## config.mk

```make
export PLATFORM = sky130hd
export DESIGN_NAME = fifo_read_streamer_flat
export DESIGN_NICKNAME = d
export VERILOG_FILES = /design/src/rtl/fifo_read_streamer_if.sv /design/src/rtl/fifo_read_streamer.sv /design/src/flat_wrapper.sv
export SDC_FILE = /design/constraint.sdc
export NUM_CORES = 1
export LEC_CHECK = 0
export CAP_MARGIN = 10
export CORE_AREA = 2 2 134 104
export DETAILED_ROUTE_END_ITERATION = 6
export DIE_AREA = 0 0 136 106
export HOLD_SLACK_MARGIN = 0.15
export PLACE_DENSITY_LB_ADDON = 0.2
export SLEW_MARGIN = 20
export SYNTH_ARGS = -nofsm -noshare
export SYNTH_HDL_FRONTEND = slang
export SYNTH_SLANG_ARGS = --single-unit
```

## constraint.sdc

```tcl
create_clock -name clk -period 6.13 [get_ports clk]
set_input_delay 1.839 -clock clk [delete_from_list [all_inputs] [get_ports clk]]
set_output_delay 1.839 -clock clk [all_outputs]
set_load 0.02 [all_outputs]
```

## src/rtl/fifo_read_streamer_if.sv

```systemverilog
// Handshake bundle for fifo_read_streamer.
// Groups three sets of signals:
//   - the burst request (start, burst_len) and status (busy, done, words_sent);
//   - the synchronous FIFO read port (fifo_cs, fifo_rd_en, fifo_data_out, fifo_empty);
//   - the valid/ready output stream (m_valid, m_ready, m_data).
// master : the streamer's view of the bundle.
// slave  : the environment's view (requester, FIFO and stream sink).
interface fifo_read_streamer_if #(
  parameter int DATA_WIDTH = 32,
  parameter int LEN_WIDTH  = 16
);
  logic                  start;
  logic [LEN_WIDTH-1:0]  burst_len;
  logic                  fifo_cs;
  logic                  fifo_rd_en;
  logic [DATA_WIDTH-1:0] fifo_data_out;
  logic                  fifo_empty;
  logic                  m_valid;
  logic                  m_ready;
  logic [DATA_WIDTH-1:0] m_data;
  logic                  busy;
  logic                  done;
  logic [LEN_WIDTH-1:0]  words_sent;

  modport master (
    input  start, burst_len, fifo_data_out, fifo_empty, m_ready,
    output fifo_cs, fifo_rd_en, m_valid, m_data, busy, done, words_sent
  );

  modport slave (
    output start, burst_len, fifo_data_out, fifo_empty, m_ready,
    input  fifo_cs, fifo_rd_en, m_valid, m_data, busy, done, words_sent
  );
endinterface

```

## src/rtl/fifo_read_streamer.sv

```systemverilog
// fifo_read_streamer
// Reads a burst of burst_len words from a synchronous FIFO (read data one cycle
// after the pop) and presents them on a valid/ready stream. A 3-entry skid
// buffer absorbs the FIFO read latency, so the pop request never has to look at
// m_ready and the stream still runs at one word per cycle.
// Ports:
//   clk    : clock, all state changes on the rising edge
//   rst_n  : asynchronous active-low reset
//   bus    : fifo_read_streamer_if.master
//            start/burst_len in, busy/done/words_sent out,
//            fifo_cs/fifo_rd_en out, fifo_data_out/fifo_empty in,
//            m_valid/m_data out, m_ready in
module fifo_read_streamer #(
  parameter int DATA_WIDTH = 32,
  parameter int LEN_WIDTH  = 16
) (
  input  logic                  clk,
  input  logic                  rst_n,
  fifo_read_streamer_if.master  bus
);

  typedef enum logic [1:0] {IDLE, RUN, FLUSH, DONE} state_t;

  state_t                state;
  logic [LEN_WIDTH-1:0]  remaining;
  logic [LEN_WIDTH-1:0]  words_sent;
  logic                  in_flight;
  logic [DATA_WIDTH-1:0] buffer [3];
  logic [1:0]            wr_ptr;
  logic [1:0]            rd_ptr;
  logic [1:0]            occupancy;
  logic                  m_valid_r;
  logic [DATA_WIDTH-1:0] m_data_r;
  logic                  busy_r;
  logic                  done_r;

  logic                  rd_en;
  logic                  pop;
  logic                  cap;
  logic [2:0]            credit_used;
  logic [1:0]            occ_after_pop;
  logic [1:0]            occ_next;
  logic [1:0]            rd_next;
  logic [DATA_WIDTH-1:0] m_data_next;

  // Circular buffer pointers wrap modulo 3.
  function automatic logic [1:0] ptr_inc(input logic [1:0] p);
    return (p == 2'd2) ? 2'd0 : p + 2'd1;
  endfunction

  // Credit check: a word already in the buffer or still on its way from the
  // FIFO both consume a slot, so capping their sum at 3 means a capture can
  // never overflow, whatever the sink does.
  assign credit_used   = {1'b0, occupancy} + {2'b00, in_flight};
  assign rd_en         = (state == RUN) && !bus.fifo_empty &&
                         (remaining != '0) && (credit_used < 3'd3);
  assign pop           = m_valid_r && bus.m_ready;
  assign cap           = in_flight;
  assign occ_after_pop = occupancy - {1'b0, pop};
  assign occ_next      = occ_after_pop + {1'b0, cap};
  assign rd_next       = pop ? ptr_inc(rd_ptr) : rd_ptr;

  // Next head word for the registered m_data. If the pop empties the buffer
  // and a capture lands in the same edge, the new head is the word arriving
  // from the FIFO; otherwise it is already stored. With nothing left, the old
  // value is simply held.
  always_comb begin
    m_data_next = m_data_r;
    if (occ_next != 2'd0) begin
      if (occ_after_pop == 2'd0) begin
        m_data_next = bus.fifo_data_out;
      end else begin
        m_data_next = buffer[rd_next];
      end
    end
  end

  // Buffer storage carries no reset; its contents only matter once occupancy
  // says so, and occupancy is reset.
  always_ff @(posedge clk) begin
    if (cap) begin
      buffer[wr_ptr] <= bus.fifo_data_out;
    end
  end

  // Control FSM plus the buffer bookkeeping. busy and done are registered
  // alongside each state change so they exactly track the state. Reset drops
  // in_flight, so a FIFO word returned after reset release is never captured.
  always_ff @(posedge clk or negedge rst_n) begin
    if (!rst_n) begin
      state      <= IDLE;
      remaining  <= '0;
      words_sent <= '0;
      in_flight  <= 1'b0;
      wr_ptr     <= 2'd0;
      rd_ptr     <= 2'd0;
      occupancy  <= 2'd0;
      m_valid_r  <= 1'b0;
      m_data_r   <= '0;
      busy_r     <= 1'b0;
      done_r     <= 1'b0;
    end else begin
      in_flight <= rd_en;
      occupancy <= occ_next;
      rd_ptr    <= rd_next;
      m_valid_r <= (occ_next != 2'd0);
      m_data_r  <= m_data_next;
      if (cap) begin
        wr_ptr <= ptr_inc(wr_ptr);
      end
      if (pop) begin
        words_sent <= words_sent + LEN_WIDTH'(1);
      end

      case (state)
        IDLE: begin
          busy_r <= 1'b0;
          done_r <= 1'b0;
          if (bus.start) begin
            words_sent <= '0;
            remaining  <= bus.burst_len;
            busy_r     <= 1'b1;
            if (bus.burst_len == '0) begin
              state  <= DONE;
              done_r <= 1'b1;
            end else begin
              state <= RUN;
            end
          end
        end
        RUN: begin
          busy_r <= 1'b1;
          done_r <= 1'b0;
          if (rd_en) begin
            remaining <= remaining - LEN_WIDTH'(1);
            if (remaining == LEN_WIDTH'(1)) begin
              state <= FLUSH;
            end
          end else if (remaining == '0) begin
            state <= FLUSH;
          end
        end
        FLUSH: begin
          busy_r <= 1'b1;
          done_r <= 1'b0;
          if (!in_flight && (occupancy == 2'd0)) begin
            state  <= DONE;
            done_r <= 1'b1;
          end
        end
        DONE: begin
          state  <= IDLE;
          busy_r <= 1'b0;
          done_r <= 1'b0;
        end
        default: begin
          state  <= IDLE;
          busy_r <= 1'b0;
          done_r <= 1'b0;
        end
      endcase
    end
  end

  assign bus.fifo_rd_en = rd_en;
  assign bus.fifo_cs    = rd_en;
  assign bus.m_valid    = m_valid_r;
  assign bus.m_data     = m_data_r;
  assign bus.busy       = busy_r;
  assign bus.done       = done_r;
  assign bus.words_sent = words_sent;

endmodule

```

## src/flat_wrapper.sv

```systemverilog
// flat-port wrapper written by rule: the top's interface ports become plain ports
module fifo_read_streamer_flat 
#(
  parameter int DATA_WIDTH = 32,
  parameter int LEN_WIDTH  = 16
)
  (clk, rst_n, bus_start, bus_burst_len, bus_fifo_data_out, bus_fifo_empty, bus_m_ready, bus_fifo_cs, bus_fifo_rd_en, bus_m_valid, bus_m_data, bus_busy, bus_done, bus_words_sent);
  fifo_read_streamer_if #(.DATA_WIDTH(DATA_WIDTH), .LEN_WIDTH(LEN_WIDTH)) bus_i ();
  input  logic clk;
  input  logic rst_n;
  input wire logic [$bits(bus_i.start)-1:0] bus_start;
  input wire logic [$bits(bus_i.burst_len)-1:0] bus_burst_len;
  input wire logic [$bits(bus_i.fifo_data_out)-1:0] bus_fifo_data_out;
  input wire logic [$bits(bus_i.fifo_empty)-1:0] bus_fifo_empty;
  input wire logic [$bits(bus_i.m_ready)-1:0] bus_m_ready;
  output wire logic [$bits(bus_i.fifo_cs)-1:0] bus_fifo_cs;
  output wire logic [$bits(bus_i.fifo_rd_en)-1:0] bus_fifo_rd_en;
  output wire logic [$bits(bus_i.m_valid)-1:0] bus_m_valid;
  output wire logic [$bits(bus_i.m_data)-1:0] bus_m_data;
  output wire logic [$bits(bus_i.busy)-1:0] bus_busy;
  output wire logic [$bits(bus_i.done)-1:0] bus_done;
  output wire logic [$bits(bus_i.words_sent)-1:0] bus_words_sent;
  assign bus_i.start = bus_start;
  assign bus_i.burst_len = bus_burst_len;
  assign bus_i.fifo_data_out = bus_fifo_data_out;
  assign bus_i.fifo_empty = bus_fifo_empty;
  assign bus_i.m_ready = bus_m_ready;
  assign bus_fifo_cs = bus_i.fifo_cs;
  assign bus_fifo_rd_en = bus_i.fifo_rd_en;
  assign bus_m_valid = bus_i.m_valid;
  assign bus_m_data = bus_i.m_data;
  assign bus_busy = bus_i.busy;
  assign bus_done = bus_i.done;
  assign bus_words_sent = bus_i.words_sent;
  fifo_read_streamer #(.DATA_WIDTH(DATA_WIDTH), .LEN_WIDTH(LEN_WIDTH)) u_core (.clk(clk), .rst_n(rst_n), .bus(bus_i));
endmodule
```

# Word-level counts from Yosys, hierarchy flattened
# Memories as Yosys holds them, arrays and structs flattened.
# Cells that the tools add are included.
[totals] mem_count=1 inputBits=53 out_inout_bits=53 mem_bits_ro=0 ramBits=96 latchBits=0 wordCells=75 regBits=76
[memory_table] name="u_core.buffer" words=3 width=32 rd=1 rd_ports_with_merged_regs=0 write_ports=1 line="fifo_read_streamer.sv:28" source="logic [DATA_WIDTH-1:0] buffer [3];"
[classes] reduce_logical=19 add_sub_neg=7 div_mod_pow=0 eq_ne=11 bitwise=0 magnitude_cmp=1 shift=0 multipliers=0 muxes=25
[ops] operator="$mux W16" n=5
[ops] operator="$logic_not A16 Y1" n=2
[ops] operator="$mux W32" n=1
[ops] operator="$pmux W16 S2" n=1
[ops] operator="$mux W2" n=9
[ops] operator="$add A16 B1 Y16 const B" n=1
[ops] operator="$eq A16 B1 Y1 const B" n=1
[ops] operator="$reduce_bool A16 Y1" n=1
[ops] operator="$sub A16 B1 Y16 const B" n=1
[ops] operator="$eq A2 B2 Y1 const B" n=4
[ops] operator="$pmux W2 S4" n=1
[ops] operator="$logic_not A2 Y1" n=3
[ops] operator="$mux W1" n=6
[ops] operator="$pmux W1 S3" n=2
[ops] operator="$logic_and A1 B1 Y1" n=5
[ops] operator="$add A2 B1 Y2 const B" n=2
[ops] operator="$ne A2 B1 Y1 const B" n=2
[ops] operator="$reduce_and A4 Y1" n=1
[ops] operator="$reduce_bool A2 Y1" n=2
[ops] operator="$reduce_or A2 Y1" n=2
[ops] operator="$add A2 B1 Y3" n=1
[ops] operator="$lt A3 B2 Y1 const B" n=1
[ops] operator="$ne A3 B2 Y1 const B" n=1
[ops] operator="$ne A3 B3 Y1 const B" n=1
[ops] operator="other kinds (6)" n=7

# Logic depth before layout (Yosys ltp)
# Gate-level depths: netlist (run 1).
[depth] depth_word=6 mapped_depth=11 mapped_depth_nobuf=9

# Worst setup path after synthesis (run 1)
# Ideal clock, no wire load.
[synth_path] path_kind="input port to output port" start="in bus_fifo_empty" end="out bus_fifo_rd_en" n_path_buf=1 required_time_ns=4.291 t_arrival_ns=2.962 path_slack_ns=1.329 cell_stages=4 cell_sequence="a211oi_1 -> nand2_2 -> nor2_1 -> buf_4"
[synth_via] elab_chain_cells=4
[synth_rtl] item="start: declaration" line="flat_wrapper.sv:14" source="input wire logic [$bits(bus_i.fifo_empty)-1:0] bus_fifo_empty;"
[synth_rtl] item="$logic_not A1 Y1" line="fifo_read_streamer.sv:55" source="assign rd_en = (state == RUN) && !bus.fifo_empty &&"
[synth_rtl] item="$logic_and A1 B1 Y1 (2 in series)" line="fifo_read_streamer.sv:55"
[synth_rtl] item="$logic_and A1 B1 Y1" line="fifo_read_streamer.sv:56" source="(remaining != '0) && (credit_used < 3'd3);"
[synth_rtl] item="end: declaration" line="flat_wrapper.sv:17" source="output wire logic [$bits(bus_i.fifo_rd_en)-1:0] bus_fifo_rd_en;"
# No other way between the ends.

# Worst setup path after layout (run 1)
[layout_path] start="in bus_fifo_empty" end="out bus_fifo_cs"
[layout_via] elab_chain_cells=4
[layout_rtl] item="$logic_not A1 Y1" line="fifo_read_streamer.sv:55"
[layout_rtl] item="$logic_and A1 B1 Y1 (2 in series)" line="fifo_read_streamer.sv:55"
[layout_rtl] item="$logic_and A1 B1 Y1" line="fifo_read_streamer.sv:56"
[layout_rtl] item="end: declaration" line="flat_wrapper.sv:16" source="output wire logic [$bits(bus_i.fifo_cs)-1:0] bus_fifo_cs;"
# No other way between the ends.

==> impl_metrics.xml, run 1 <==
<?xml version="1.0" encoding="UTF-8"?>
<metrics>
  <group name="route">
    <metric name="route.layer.met1.wl" unit="mm">7.24</metric>
    <metric name="drt-pass1-iter-count" unit="">5</metric>
    <metric name="routedWlPerCell" unit="um">17.7</metric>
    <metric name="dr.max_layer_used" unit="">met4</metric>
    <metric name="drc_errors" unit="">0</metric>
    <metric name="met3RoutedLength" unit="mm">1.11</metric>
    <metric name="vias_per_cell" unit="">5.88</metric>
    <metric name="overall_via_count_from_detail_route" unit="">5390</metric>
    <metric name="routed-wl-met2" unit="mm">7.59</metric>
    <metric name="ant_nets" unit="">0</metric>
    <metric name="postRouteWirelength" unit="mm">16.2</metric>
    <metric name="first_iter_violations" unit="">542</metric>
  </group>
  <group name="worst_setup_path">
    <metric name="worst_path_max_delay_cell" unit="">clkdlybuf4s50_1</metric>
    <metric name="cp-end-kind" unit="">output pin</metric>
    <metric name="setup.worst_path.start_class" unit="">input pin</metric>
    <metric name="crit_top_cell" unit="">clkdlybuf4s50_1</metric>
    <metric name="worst-path-max-fanout" unit="">9</metric>
    <metric name="cpPeakStageDelay" unit="ns">0.67</metric>
    <metric name="path_cells" unit="">clkdlybuf4s50_1, a211oi_1, nand2_2, nor2_1, clkdlybuf4s50_1</metric>
    <metric name="critPathKind" unit="">input pin to output pin</metric>
    <metric name="critPathArrivalTime" unit="ns">3.80</metric>
    <metric name="crit_required" unit="ns">4.29</metric>
  </group>
  <group name="yosys">
    <metric name="ys.warnings.count" unit="">0</metric>
    <metric name="synth_flop_cell" unit="">edfxtp_1</metric>
    <metric name="synthArstFlopShare" unit="%">44.2</metric>
    <metric name="netlist-cell-type-count" unit="">58</metric>
    <metric name="synth_area_per_cell" unit="um2">11.9</metric>
    <metric name="synth_enable_flop_cells" unit="">96</metric>
    <metric name="postSynthCellCount" unit="">636</metric>
    <metric name="synth.net_count" unit="">699</metric>
    <metric name="synth.ff_latch_count" unit="">172</metric>
    <metric name="synthesis.area" unit="mm2">0.00758</metric>
    <metric name="synth_sequential_area_ratio" unit="%">63.1</metric>
  </group>
  <group name="placed_design">
    <metric name="dpl-instance-area" unit="mm2">0.00873</metric>
    <metric name="routabilityCongestion" unit="">0.878</metric>
    <metric name="detailed_place_hpwl" unit="mm">9.92</metric>
    <metric name="dp.cells" unit="">883</metric>
    <metric name="port-buffer-count" unit="">105</metric>
  </group>
  <group name="sta">
    <metric name="finalClockSkew" unit="ns">0.00975</metric>
    <metric name="report.final.hold_viol_count" unit="">0</metric>
    <metric name="timing.final.crit_period" unit="ns">5.64</metric>
    <metric name="slew_headroom" unit="%">50.7</metric>
    <metric name="fmaxAchievable" unit="MHz">177</metric>
    <metric name="final.period_utilization" unit="%">92.1</metric>
    <metric name="report.final.setup_viol" unit="">0</metric>
    <metric name="fin_hold_ws" unit="ns">0.520</metric>
    <metric name="final.setup.tns" unit="ns">0</metric>
    <metric name="setup_repair_after_global_routing_missed_its_margin" unit="">no</metric>
    <metric name="max_slew.worst_pin.slew" unit="ns">0.739</metric>
    <metric name="timing.final.max_slew_violations" unit="">0</metric>
  </group>
  <group name="finish">
    <metric name="finish.net_count" unit="">791</metric>
    <metric name="syn_to_final_growth" unit="%">23.7</metric>
    <metric name="ff_latch_area" unit="mm2">0.00478</metric>
    <metric name="end_of_flow_core_utilization" unit="%">70.8</metric>
    <metric name="stdcell_count" unit="">916</metric>
    <metric name="finish.instance_area" unit="mm2">0.00938</metric>
    <metric name="multi_input_combinational_cell_area" unit="mm2">0.00257</metric>
    <metric name="layout_filler_cell_count" unit="">939</metric>
    <metric name="insertedDiodeCount" unit="">0</metric>
    <metric name="post_route_cells_drive_above_1_share" unit="%">7.83</metric>
  </group>
  <group name="global_route">
    <metric name="grt_max_degree" unit="">77</metric>
    <metric name="first_global_vias" unit="">5079</metric>
    <metric name="globalRouteOverflowTotal" unit="">0</metric>
    <metric name="grt.total_usage" unit="%">23.3</metric>
    <metric name="grt_first_pass_wirelength" unit="mm">25.8</metric>
    <metric name="antenna_found_initial" unit="">0</metric>
  </group>
  <group name="die">
    <metric name="dieArea" unit="mm2">0.0144</metric>
    <metric name="ioPinCount" unit="">106</metric>
    <metric name="die_w" unit="um">136</metric>
    <metric name="placement_rows" unit="">37</metric>
    <metric name="floorplan.initialDensity" unit="%">57.3</metric>
    <metric name="core-area" unit="mm2">0.0132</metric>
    <metric name="floorplan.die.height" unit="um">106</metric>
  </group>
  <group name="hold_path">
    <metric name="worst_hold_path_type" unit="">flip-flop to flip-flop</metric>
  </group>
  <group name="cts">
    <metric name="clock_tree_from_tritoncts" unit="">built</metric>
    <metric name="holdBufCountCts" unit="">0</metric>
    <metric name="post_cts_resized" unit="">0</metric>
    <metric name="clockBufferDepth" unit="">2</metric>
    <metric name="cts-buffers-inserted" unit="">17</metric>
    <metric name="total_number_of_clock_tree_sinks" unit="">172</metric>
    <metric name="clock_latency" unit="ns">0.43</metric>
    <metric name="htreeDepth" unit="">4</metric>
    <metric name="postCtsSetupRepairBufs" unit="">0</metric>
    <metric name="clock_pin_transition_on_the_worst_setup_and_hold_timing_paths" unit="ns">0.06</metric>
    <metric name="cts_root_buffer" unit="">clkbuf_16</metric>
  </group>
  <group name="power">
    <metric name="power.density_cell_area" unit="mW/mm2">543</metric>
    <metric name="p_int" unit="mW">3.12</metric>
    <metric name="power.leakage" unit="nW">3.63</metric>
    <metric name="net-switching-power" unit="mW">1.97</metric>
    <metric name="proportion_of_power_drawn_by_combinational_gates" unit="%">43.6</metric>
    <metric name="power_frac_clock" unit="%">21.9</metric>
    <metric name="share_seq_of_total_power" unit="%">34.5</metric>
    <metric name="peakVddDrop" unit="mV">0.365</metric>
    <metric name="netSwitchingFraction" unit="%">38.8</metric>
  </group>
  <group name="run">
    <metric name="maxCapViolations" unit="">0</metric>
  </group>
  <group name="run_status">
    <metric name="status" unit="">complete, no violations</metric>
  </group>
</metrics>
## synth_stat cells (2+ instances only)
library cell	number	area, um2
edfxtp_1	96	2880
nor2_1	91	342
dfrtp_1	76	1900
nand2_1	59	221
a31oi_1	36	225
a211o_1	32	280
mux2i_1	32	320
a21oi_1	26	130
clkbuf_1	26	97.6
inv_1	14	52.6
nand3_1	12	60.1
o21ai_0	11	55.1
ha_1	10	125
xnor2_1	10	87.6
nand4_1	8	50.1
nor3_1	8	40.0
nor4_1	8	50.1
xor2_1	7	61.3
or3_1	6	37.5
buf_6	5	56.3
o22ai_1	5	31.3
and4_1	4	35.0
buf_1	4	15.0
a21o_1	3	22.5
and3_1	3	18.8
buf_2	3	15.0
nand2b_1	3	18.8
a22o_1	2	17.5
and2_1	2	12.5
buf_4	2	15.0
mux2_1	2	22.5
nor4_4	2	42.5
o31ai_1	2	15.0
o32ai_1	2	17.5
## per-stage QoR
stage / power [mW] / worst slack [ns]
after floorplan: 3.32 / 1.33
after global placement: 3.89 / 0.615
after detailed placement: 3.98 / 0.507
after CTS: 5.10 / 0.500
after global routing: 5.40 / 0.305
final: 5.09 / 0.486
## layout make-up
type                            instances  area share (%)
Tap cell                              175            2.33
Multi-Input combinational cell        409            27.5
Inverter                               15           0.614
Timing Repair Buffer                  113            12.1
Clock buffer                           17            4.54
Clock inverter                         15            1.97
Sequential cell                       172            51.0
## state kept, by name (all words and copies together) (netlist names), 2 cells and up
name / cells
u_core.buffer: 96
u_core.bus.m_data: 32
u_core.bus.words_sent: 16
u_core.occupancy: 2
u_core.rd_ptr: 2
u_core.remaining: 16
u_core.state: 2
u_core.wr_ptr: 2
## cell usage in the layout, fill, tap and decap left out, types with 10 or more instances in the layout
| cell type | n |
|---|---|
| o21ai_0 | 11 |
| dfrtp_1 | 76 |
| xnor2_1 | 10 |
| nand3_1 | 12 |
| edfxtp_1 | 96 |
| nand2_1 | 59 |
| inv_1 | 14 |
| clkbuf_16 | 17 |
| a21oi_1 | 25 |
| mux2i_1 | 32 |
| ha_1 | 10 |
| clkdlybuf4s50_1 | 104 |
| nor2_1 | 90 |
| a211o_1 | 32 |
| a31oi_1 | 36 |
## worst max-delay path, delay by kind of cell
kind | cells | cell delay [ns]
buffers and inverters | 2 | 1.07
AND/OR/NAND/NOR | 2 | 0.54
AO/OA/AOI/OAI | 1 | 0.35
## cells by family after synthesis
kind of cell,synth area share [%]
XOR/XNOR,1.96
multiplexers,4.52
AO/OA/AOI/OAI,12.2
adder cells (fa/ha/maj),1.65
flip-flops,63.1
AND/OR/NAND/NOR,13.2
buffers and inverters,3.38
## metal layers
metal | global-route usage (%) | up-vias
met5 | 0 | -
met4 | 7.96 | 0
met3 | 5.29 | 28
met2 | 35.9 | 207
met1 | 32.9 | 2631
li1 | - | 2524
## power by group through the flow
| stage | Clock (mW) | Combinational, mW | Sequential [mW] |
|---|---|---|---|
| after floorplan | 0 | 1.44 | 1.88 |
| after global placement | 0 | 2.13 | 1.76 |
| after detailed placement | 0 | 2.21 | 1.77 |
| after CTS | 1.13 | 2.22 | 1.75 |
| after global routing | 1.18 | 2.43 | 1.79 |
| final | 1.11 | 2.22 | 1.76 |
## path summary, 6_finish.rpt
kind	start	endpoint	slack, ns	cells after the start
worst max-delay path	bus_fifo_empty	bus_fifo_cs	0.49	5
worst min-delay path	u_core.remaining[13]	u_core.remaining[13]	0.52	1
worst max register to register	u_core.bus.m_valid	u_core.bus.m_data[12]	3.41	8
worst min register to register	u_core.remaining[13]	u_core.remaining[13]	0.52	1
max in group asynchronous	rst_n	u_core.bus.m_data[31]	4.17	1
min in group asynchronous	rst_n	u_core.bus.words_sent[10]	1.45	1
Power figures use the tool's default switching activity.
==> run 2: changes to the inputs <==
- CORE_AREA: 2 2 134 104 -> 2 2 146 112
- DIE_AREA: 0 0 136 106 -> 0 0 148 114
==> run 2 against run 1 <==
Compared with the run above:
- largest power group unchanged
- hold slack improved by 0.0099 ns
- die area increased by 17%
- sequential share of layout area rose by 0.26 points
==> impl_metrics.xml, run 2 (synthesis gave the netlist of run 1 again) <==
<?xml version="1.0" encoding="UTF-8"?>
<metrics>
  <group name="cts">
    <metric name="total_number_of_clock_tree_sinks" unit="">172</metric>
    <metric name="clock_latency" unit="ns">0.42</metric>
    <metric name="holdBufCountCts" unit="">0</metric>
    <metric name="htreeDepth" unit="">4</metric>
    <metric name="cts_root_buffer" unit="">clkbuf_16</metric>
    <metric name="post_cts_resized" unit="">0</metric>
    <metric name="clock_pin_transition_on_the_worst_setup_and_hold_timing_paths" unit="ns">0.07</metric>
    <metric name="clock_tree_from_tritoncts" unit="">built</metric>
    <metric name="cts-buffers-inserted" unit="">17</metric>
    <metric name="clockBufferDepth" unit="">2</metric>
    <metric name="postCtsSetupRepairBufs" unit="">0</metric>
  </group>
  <group name="sta">
    <metric name="timing.final.crit_period" unit="ns">5.62</metric>
    <metric name="slew_headroom" unit="%">29.9</metric>
    <metric name="report.final.hold_viol_count" unit="">0</metric>
    <metric name="finalClockSkew" unit="ns">0.0148</metric>
    <metric name="max_slew.worst_pin.slew" unit="ns">1.05</metric>
    <metric name="setup_repair_after_global_routing_missed_its_margin" unit="">no</metric>
    <metric name="report.final.setup_viol" unit="">0</metric>
    <metric name="postLayoutSetupSlackWorst" unit="ns">0.510</metric>
    <metric name="fmaxAchievable" unit="MHz">178</metric>
    <metric name="timing.final.max_slew_violations" unit="">0</metric>
    <metric name="final.setup.tns" unit="ns">0</metric>
    <metric name="final.period_utilization" unit="%">91.7</metric>
  </group>
  <group name="placed_design">
    <metric name="detailed_place_hpwl" unit="mm">10.2</metric>
    <metric name="preCtsSetupSlack" unit="ns">0.523</metric>
    <metric name="port-buffer-count" unit="">105</metric>
    <metric name="dp.cells" unit="">920</metric>
    <metric name="routabilityCongestion" unit="">0.841</metric>
  </group>
  <group name="route">
    <metric name="drc_errors" unit="">0</metric>
    <metric name="routedWlPerCell" unit="um">16.7</metric>
    <metric name="postRouteWirelength" unit="mm">15.9</metric>
    <metric name="ant_nets" unit="">0</metric>
    <metric name="first_iter_violations" unit="">347</metric>
    <metric name="overall_via_count_from_detail_route" unit="">5268</metric>
    <metric name="vias_per_cell" unit="">5.53</metric>
    <metric name="drt-pass1-iter-count" unit="">5</metric>
  </group>
  <group name="global_route">
    <metric name="globalRouteOverflowTotal" unit="">0</metric>
    <metric name="antenna_found_initial" unit="">0</metric>
    <metric name="grt.total_usage" unit="%">19.9</metric>
    <metric name="first_global_vias" unit="">5170</metric>
    <metric name="grt_first_pass_wirelength" unit="mm">26.1</metric>
    <metric name="grt_max_degree" unit="">77</metric>
  </group>
  <group name="finish">
    <metric name="post_route_cells_drive_above_1_share" unit="%">7.28</metric>
    <metric name="syn_to_final_growth" unit="%">23.1</metric>
    <metric name="stdcell_count" unit="">952</metric>
    <metric name="finish.net_count" unit="">792</metric>
    <metric name="insertedDiodeCount" unit="">0</metric>
    <metric name="registers.top_by_ff_count" unit="">u_core.buffer</metric>
    <metric name="largest_register_ff_count" unit="">96</metric>
    <metric name="most-common-layout-cells" unit="">clkdlybuf4s50_1 (104), edfxtp_1 (96), nor2_1 (90)</metric>
    <metric name="layout_commonest_cell" unit="">clkdlybuf4s50_1</metric>
    <metric name="layout_filler_cell_count" unit="">1293</metric>
  </group>
  <group name="worst_setup_path">
    <metric name="crit_required" unit="ns">4.29</metric>
    <metric name="setup.worst_path.start_class" unit="">input pin</metric>
    <metric name="timing.reg2reg.setup_slack" unit="ns">3.32</metric>
    <metric name="cp-end-kind" unit="">output pin</metric>
    <metric name="regToRegStartpoint" unit="">u_core.bus.m_valid</metric>
    <metric name="critPathArrivalTime" unit="ns">3.78</metric>
    <metric name="critPathKind" unit="">input pin to output pin</metric>
    <metric name="crit-reg2reg-capture" unit="">u_core.bus.m_data[13]</metric>
    <metric name="reg2regPathDepth" unit="">10</metric>
    <metric name="worst-path-max-fanout" unit="">9</metric>
  </group>
  <group name="run">
    <metric name="maxCapViolations" unit="">0</metric>
  </group>
  <group name="die">
    <metric name="dieArea" unit="mm2">0.0169</metric>
    <metric name="floorplan.die.height" unit="um">114</metric>
    <metric name="die_w" unit="um">148</metric>
    <metric name="core-area" unit="mm2">0.0156</metric>
    <metric name="ioPinCount" unit="">106</metric>
    <metric name="placement_rows" unit="">40</metric>
    <metric name="floorplan.initialDensity" unit="%">48.6</metric>
  </group>
  <group name="hold_path">
    <metric name="hold_start" unit="">u_core.state[1]</metric>
    <metric name="timing.hold.worst_endpoint" unit="">u_core.state[1]</metric>
    <metric name="worst_hold_path_type" unit="">flip-flop to flip-flop</metric>
    <metric name="whs_path_depth" unit="">1</metric>
  </group>
  <group name="power">
    <metric name="power.density_cell_area" unit="mW/mm2">528</metric>
    <metric name="peakVddDrop" unit="mV">0.236</metric>
    <metric name="power.leakage" unit="nW">3.58</metric>
  </group>
  <group name="run_status">
    <metric name="status" unit="">complete, no violations</metric>
  </group>
</metrics>
-- run 2: layout make-up --
cell class              count  area [um2]  area share (%)
inverters                  15        57.6           0.617
repair buffers            114        1120            12.0
multi-input cells         409        2570            27.6
flip-flops and latches    172        4780            51.3
well taps                 210         263            2.82
clock inverters            12        98.8            1.06
clock buffers              20         437            4.68
-- run 2: through the flow --
stage | power [mW] | hold slack, ns | cell area, um2 | utilization [%]
2_1_floorplan | 3.32 | 0.480 | 7580 | -
3_3_place_gp | 3.91 | 0.511 | 8790 | 56.3
3_5_place_dp | 3.99 | 0.506 | 8790 | 56.3
4_1_cts | 4.97 | 0.533 | 9330 | 59.7
5_1_grt | 5.27 | 0.553 | 9330 | 59.8
6_report | 4.93 | 0.530 | 9330 | 59.8
-- run 2: how the worst max path moves through the flow --
stage,to,start,slack (ns),depth (start not counted)
floorplan,bus_fifo_rd_en,bus_fifo_empty,1.33,4
global placement,bus_fifo_cs,bus_fifo_empty,0.61,5
detailed placement,bus_fifo_cs,bus_fifo_empty,0.52,5
CTS,bus_fifo_cs,bus_fifo_empty,0.53,5
global route,bus_fifo_cs,bus_fifo_empty,0.43,5
finish,bus_fifo_cs,bus_fifo_empty,0.51,5
-- run 2: critical path, stage by stage --
cell	delay, ns
clkdlybuf4s50_1	0.40
a211oi_1	0.31
nand2_2	0.19
nor2_1	0.35
clkdlybuf4s50_1	0.69
-- run 2: report_power, final --
| part | total [mW] | switching (mW) | internal [mW] |
|---|---|---|---|
| Sequential | 1.75 | 0.202 | 1.55 |
| Combinational | 2.20 | 1.29 | 0.914 |
| Clock | 0.970 | 0.415 | 0.555 |
-- run 2: metal layers --
metal  part of all wire (%)  track usage, %  wire [um]
met1                     46            26.6       7250
met5                      0               0          0
met4                    1.8            6.92        279
met3                    5.7            5.12        907
met2                     47            31.8       7470
==> run 3: changes to the inputs <==
- CAP_MARGIN: 10 -> 20
- CORE_AREA: 2 2 146 112 -> 2 2 147 113
- DIE_AREA: 0 0 148 114 -> 0 0 149 115
- clock period: 6.13 -> 4.99 ns (I/O delays scaled with it)
==> run 3 against run 2 <==
Compared with the run above:
- clock skew decreased by 0.0023 ns
- via count rose by 1.2%
- setup slack got worse by 0.15 ns
- largest power group unchanged
- first-iteration DRC count rose by 52%
- hold slack got worse by 0.0057 ns
- global-route usage increased by 0.36 points
- utilization grew 0.41 points
- highest routed layer unchanged
- critical path depth unchanged
- sequential share of layout area fell by 0.67 points
- sequential power up 23%
- critical path type unchanged
- die area grew 1.6%
==> impl_metrics.xml, run 3 (synthesis gave the netlist of run 1 again) <==
<?xml version="1.0" encoding="UTF-8"?>
<metrics>
  <group name="run_status">
    <metric name="status" unit="">complete, no violations</metric>
  </group>
  <group name="sta">
    <metric name="final.period_utilization" unit="%">92.7</metric>
    <metric name="report.final.setup_viol" unit="">0</metric>
    <metric name="slew_headroom" unit="%">51.0</metric>
    <metric name="postLayoutSetupSlackWorst" unit="ns">0.364</metric>
    <metric name="fmaxAchievable" unit="MHz">216</metric>
    <metric name="timing.final.crit_period" unit="ns">4.63</metric>
    <metric name="report.final.hold_viol_count" unit="">0</metric>
    <metric name="finalClockSkew" unit="ns">0.0124</metric>
    <metric name="final.setup.tns" unit="ns">0</metric>
    <metric name="max_slew.worst_pin.slew" unit="ns">0.734</metric>
    <metric name="setup_repair_after_global_routing_missed_its_margin" unit="">no</metric>
    <metric name="timing.final.max_slew_violations" unit="">0</metric>
  </group>
  <group name="worst_setup_path">
    <metric name="crit_start" unit="">bus_fifo_empty</metric>
    <metric name="critPathKind" unit="">input pin to output pin</metric>
    <metric name="crit_required" unit="ns">3.49</metric>
    <metric name="cp-end-kind" unit="">output pin</metric>
    <metric name="regToRegStartpoint" unit="">u_core.bus.m_valid</metric>
    <metric name="setup.worst_path.start_class" unit="">input pin</metric>
    <metric name="worst-path-max-fanout" unit="">3</metric>
    <metric name="critPathArrivalTime" unit="ns">3.13</metric>
  </group>
  <group name="finish">
    <metric name="end_of_flow_core_utilization" unit="%">60.2</metric>
    <metric name="largest_register_ff_count" unit="">96</metric>
    <metric name="post_route_cells_drive_above_1_share" unit="%">8.43</metric>
    <metric name="insertedDiodeCount" unit="">0</metric>
    <metric name="layout_commonest_cell" unit="">clkdlybuf4s50_1</metric>
    <metric name="syn_to_final_growth" unit="%">24.7</metric>
    <metric name="registers.top_by_ff_count" unit="">u_core.buffer</metric>
    <metric name="layout_filler_cell_count" unit="">1275</metric>
    <metric name="finish.net_count" unit="">797</metric>
    <metric name="stdcell_count" unit="">957</metric>
    <metric name="multi_input_combinational_cell_area" unit="mm2">0.00257</metric>
    <metric name="ff_latch_area" unit="mm2">0.00478</metric>
    <metric name="most-common-layout-cells" unit="">clkdlybuf4s50_1 (104), edfxtp_1 (96), nor2_1 (90)</metric>
  </group>
  <group name="placed_design">
    <metric name="dp.cells" unit="">923</metric>
    <metric name="detailed_place_hpwl" unit="mm">10.5</metric>
    <metric name="preCtsSetupSlack" unit="ns">0.384</metric>
    <metric name="port-buffer-count" unit="">105</metric>
    <metric name="routabilityCongestion" unit="">0.830</metric>
  </group>
  <group name="run">
    <metric name="maxCapViolations" unit="">0</metric>
  </group>
  <group name="die">
    <metric name="die_w" unit="um">149</metric>
    <metric name="dieArea" unit="mm2">0.0171</metric>
    <metric name="ioPinCount" unit="">106</metric>
    <metric name="floorplan.initialDensity" unit="%">48.2</metric>
    <metric name="placement_rows" unit="">40</metric>
    <metric name="core-area" unit="mm2">0.0157</metric>
    <metric name="floorplan.die.height" unit="um">115</metric>
  </group>
  <group name="route">
    <metric name="drc_errors" unit="">0</metric>
    <metric name="postRouteWirelength" unit="mm">16.5</metric>
    <metric name="overall_via_count_from_detail_route" unit="">5329</metric>
    <metric name="drt-pass1-iter-count" unit="">5</metric>
    <metric name="vias_per_cell" unit="">5.57</metric>
    <metric name="first_iter_violations" unit="">528</metric>
    <metric name="routedWlPerCell" unit="um">17.2</metric>
    <metric name="ant_nets" unit="">0</metric>
  </group>
  <group name="global_route">
    <metric name="antenna_found_initial" unit="">0</metric>
    <metric name="grt_first_pass_wirelength" unit="mm">26.8</metric>
    <metric name="grt.total_usage" unit="%">20.2</metric>
    <metric name="globalRouteOverflowTotal" unit="">0</metric>
    <metric name="grt_max_degree" unit="">77</metric>
    <metric name="first_global_vias" unit="">5173</metric>
  </group>
  <group name="power">
    <metric name="peakVddDrop" unit="mV">0.333</metric>
    <metric name="power.leakage" unit="nW">3.64</metric>
    <metric name="power.density_cell_area" unit="mW/mm2">660</metric>
  </group>
  <group name="cts">
    <metric name="clock_latency" unit="ns">0.42</metric>
    <metric name="htreeDepth" unit="">4</metric>
    <metric name="cts_root_buffer" unit="">clkbuf_16</metric>
    <metric name="postCtsSetupRepairBufs" unit="">0</metric>
    <metric name="holdBufCountCts" unit="">0</metric>
    <metric name="cts-buffers-inserted" unit="">17</metric>
    <metric name="post_cts_resized" unit="">0</metric>
    <metric name="clockBufferDepth" unit="">2</metric>
    <metric name="total_number_of_clock_tree_sinks" unit="">172</metric>
    <metric name="clock_tree_from_tritoncts" unit="">built</metric>
    <metric name="clock_pin_transition_on_the_worst_setup_and_hold_timing_paths" unit="ns">0.06</metric>
  </group>
  <group name="hold_path">
    <metric name="hold_start" unit="">u_core.remaining[13]</metric>
    <metric name="worst_hold_path_type" unit="">flip-flop to flip-flop</metric>
  </group>
</metrics>
[run 3: per-stage QoR]
stage | instance area, um2 | power, mW | hold WS (ns)
2_1_floorplan | 7580 | 4.08 | 0.480
3_3_place_gp | 8830 | 4.87 | 0.503
3_5_place_dp | 8830 | 4.95 | 0.500
4_1_cts | 9420 | 6.28 | 0.525
5_1_grt | 9460 | 6.65 | 0.564
6_report | 9460 | 6.24 | 0.525
[run 3: area by class of cell]
class	instances	share of cell area, %
well taps	210	2.78
flip-flops and latches	172	50.6
clock buffers	19	4.79
repair buffers	119	12.6
clock inverters	13	1.44
inverters	15	0.609
multi-input cells	409	27.2
[run 3: power breakdown]
group	total, mW	internal, mW	switching [mW]
sequential	2.15	1.90	0.249
clock	1.31	0.766	0.542
combinational	2.78	1.17	1.61
total	6.24	3.84	2.40
[run 3: path summary, 6_finish.rpt]
path | to | slack, ns | cells past startpoint
max in group asynchronous | u_core.bus.m_data[27] | 3.37 | 1
worst max-delay path | bus_fifo_cs | 0.36 | 5
worst max register to register | u_core.bus.m_data[4] | 2.15 | 10
worst min register to register | u_core.remaining[13] | 0.52 | 1
min in group asynchronous | u_core.bus.words_sent[12] | 1.13 | 1
worst min-delay path | u_core.remaining[13] | 0.52 | 1
[run 3: per-layer routing]
| layer | part of all wire [%] | vias up | global-route usage, % | wire (um) |
|---|---|---|---|---|
| met1 | 47 | 2616 | 29.1 | 7670 |
| li1 | - | 2546 | - | - |
| met5 | 0 | - | 0 | 0 |
| met2 | 47 | 153 | 30.6 | 7750 |
| met3 | 5.4 | 14 | 4.72 | 885 |
| met4 | 1.0 | 0 | 6.79 | 171 |
[run 3: worst max-delay path: stages]
cell and delay [ns]:
clkdlybuf4s50_1 0.40, a211oi_1 0.31, nand2_2 0.10, nor2_1 0.19
clkdlybuf4s50_1 0.64
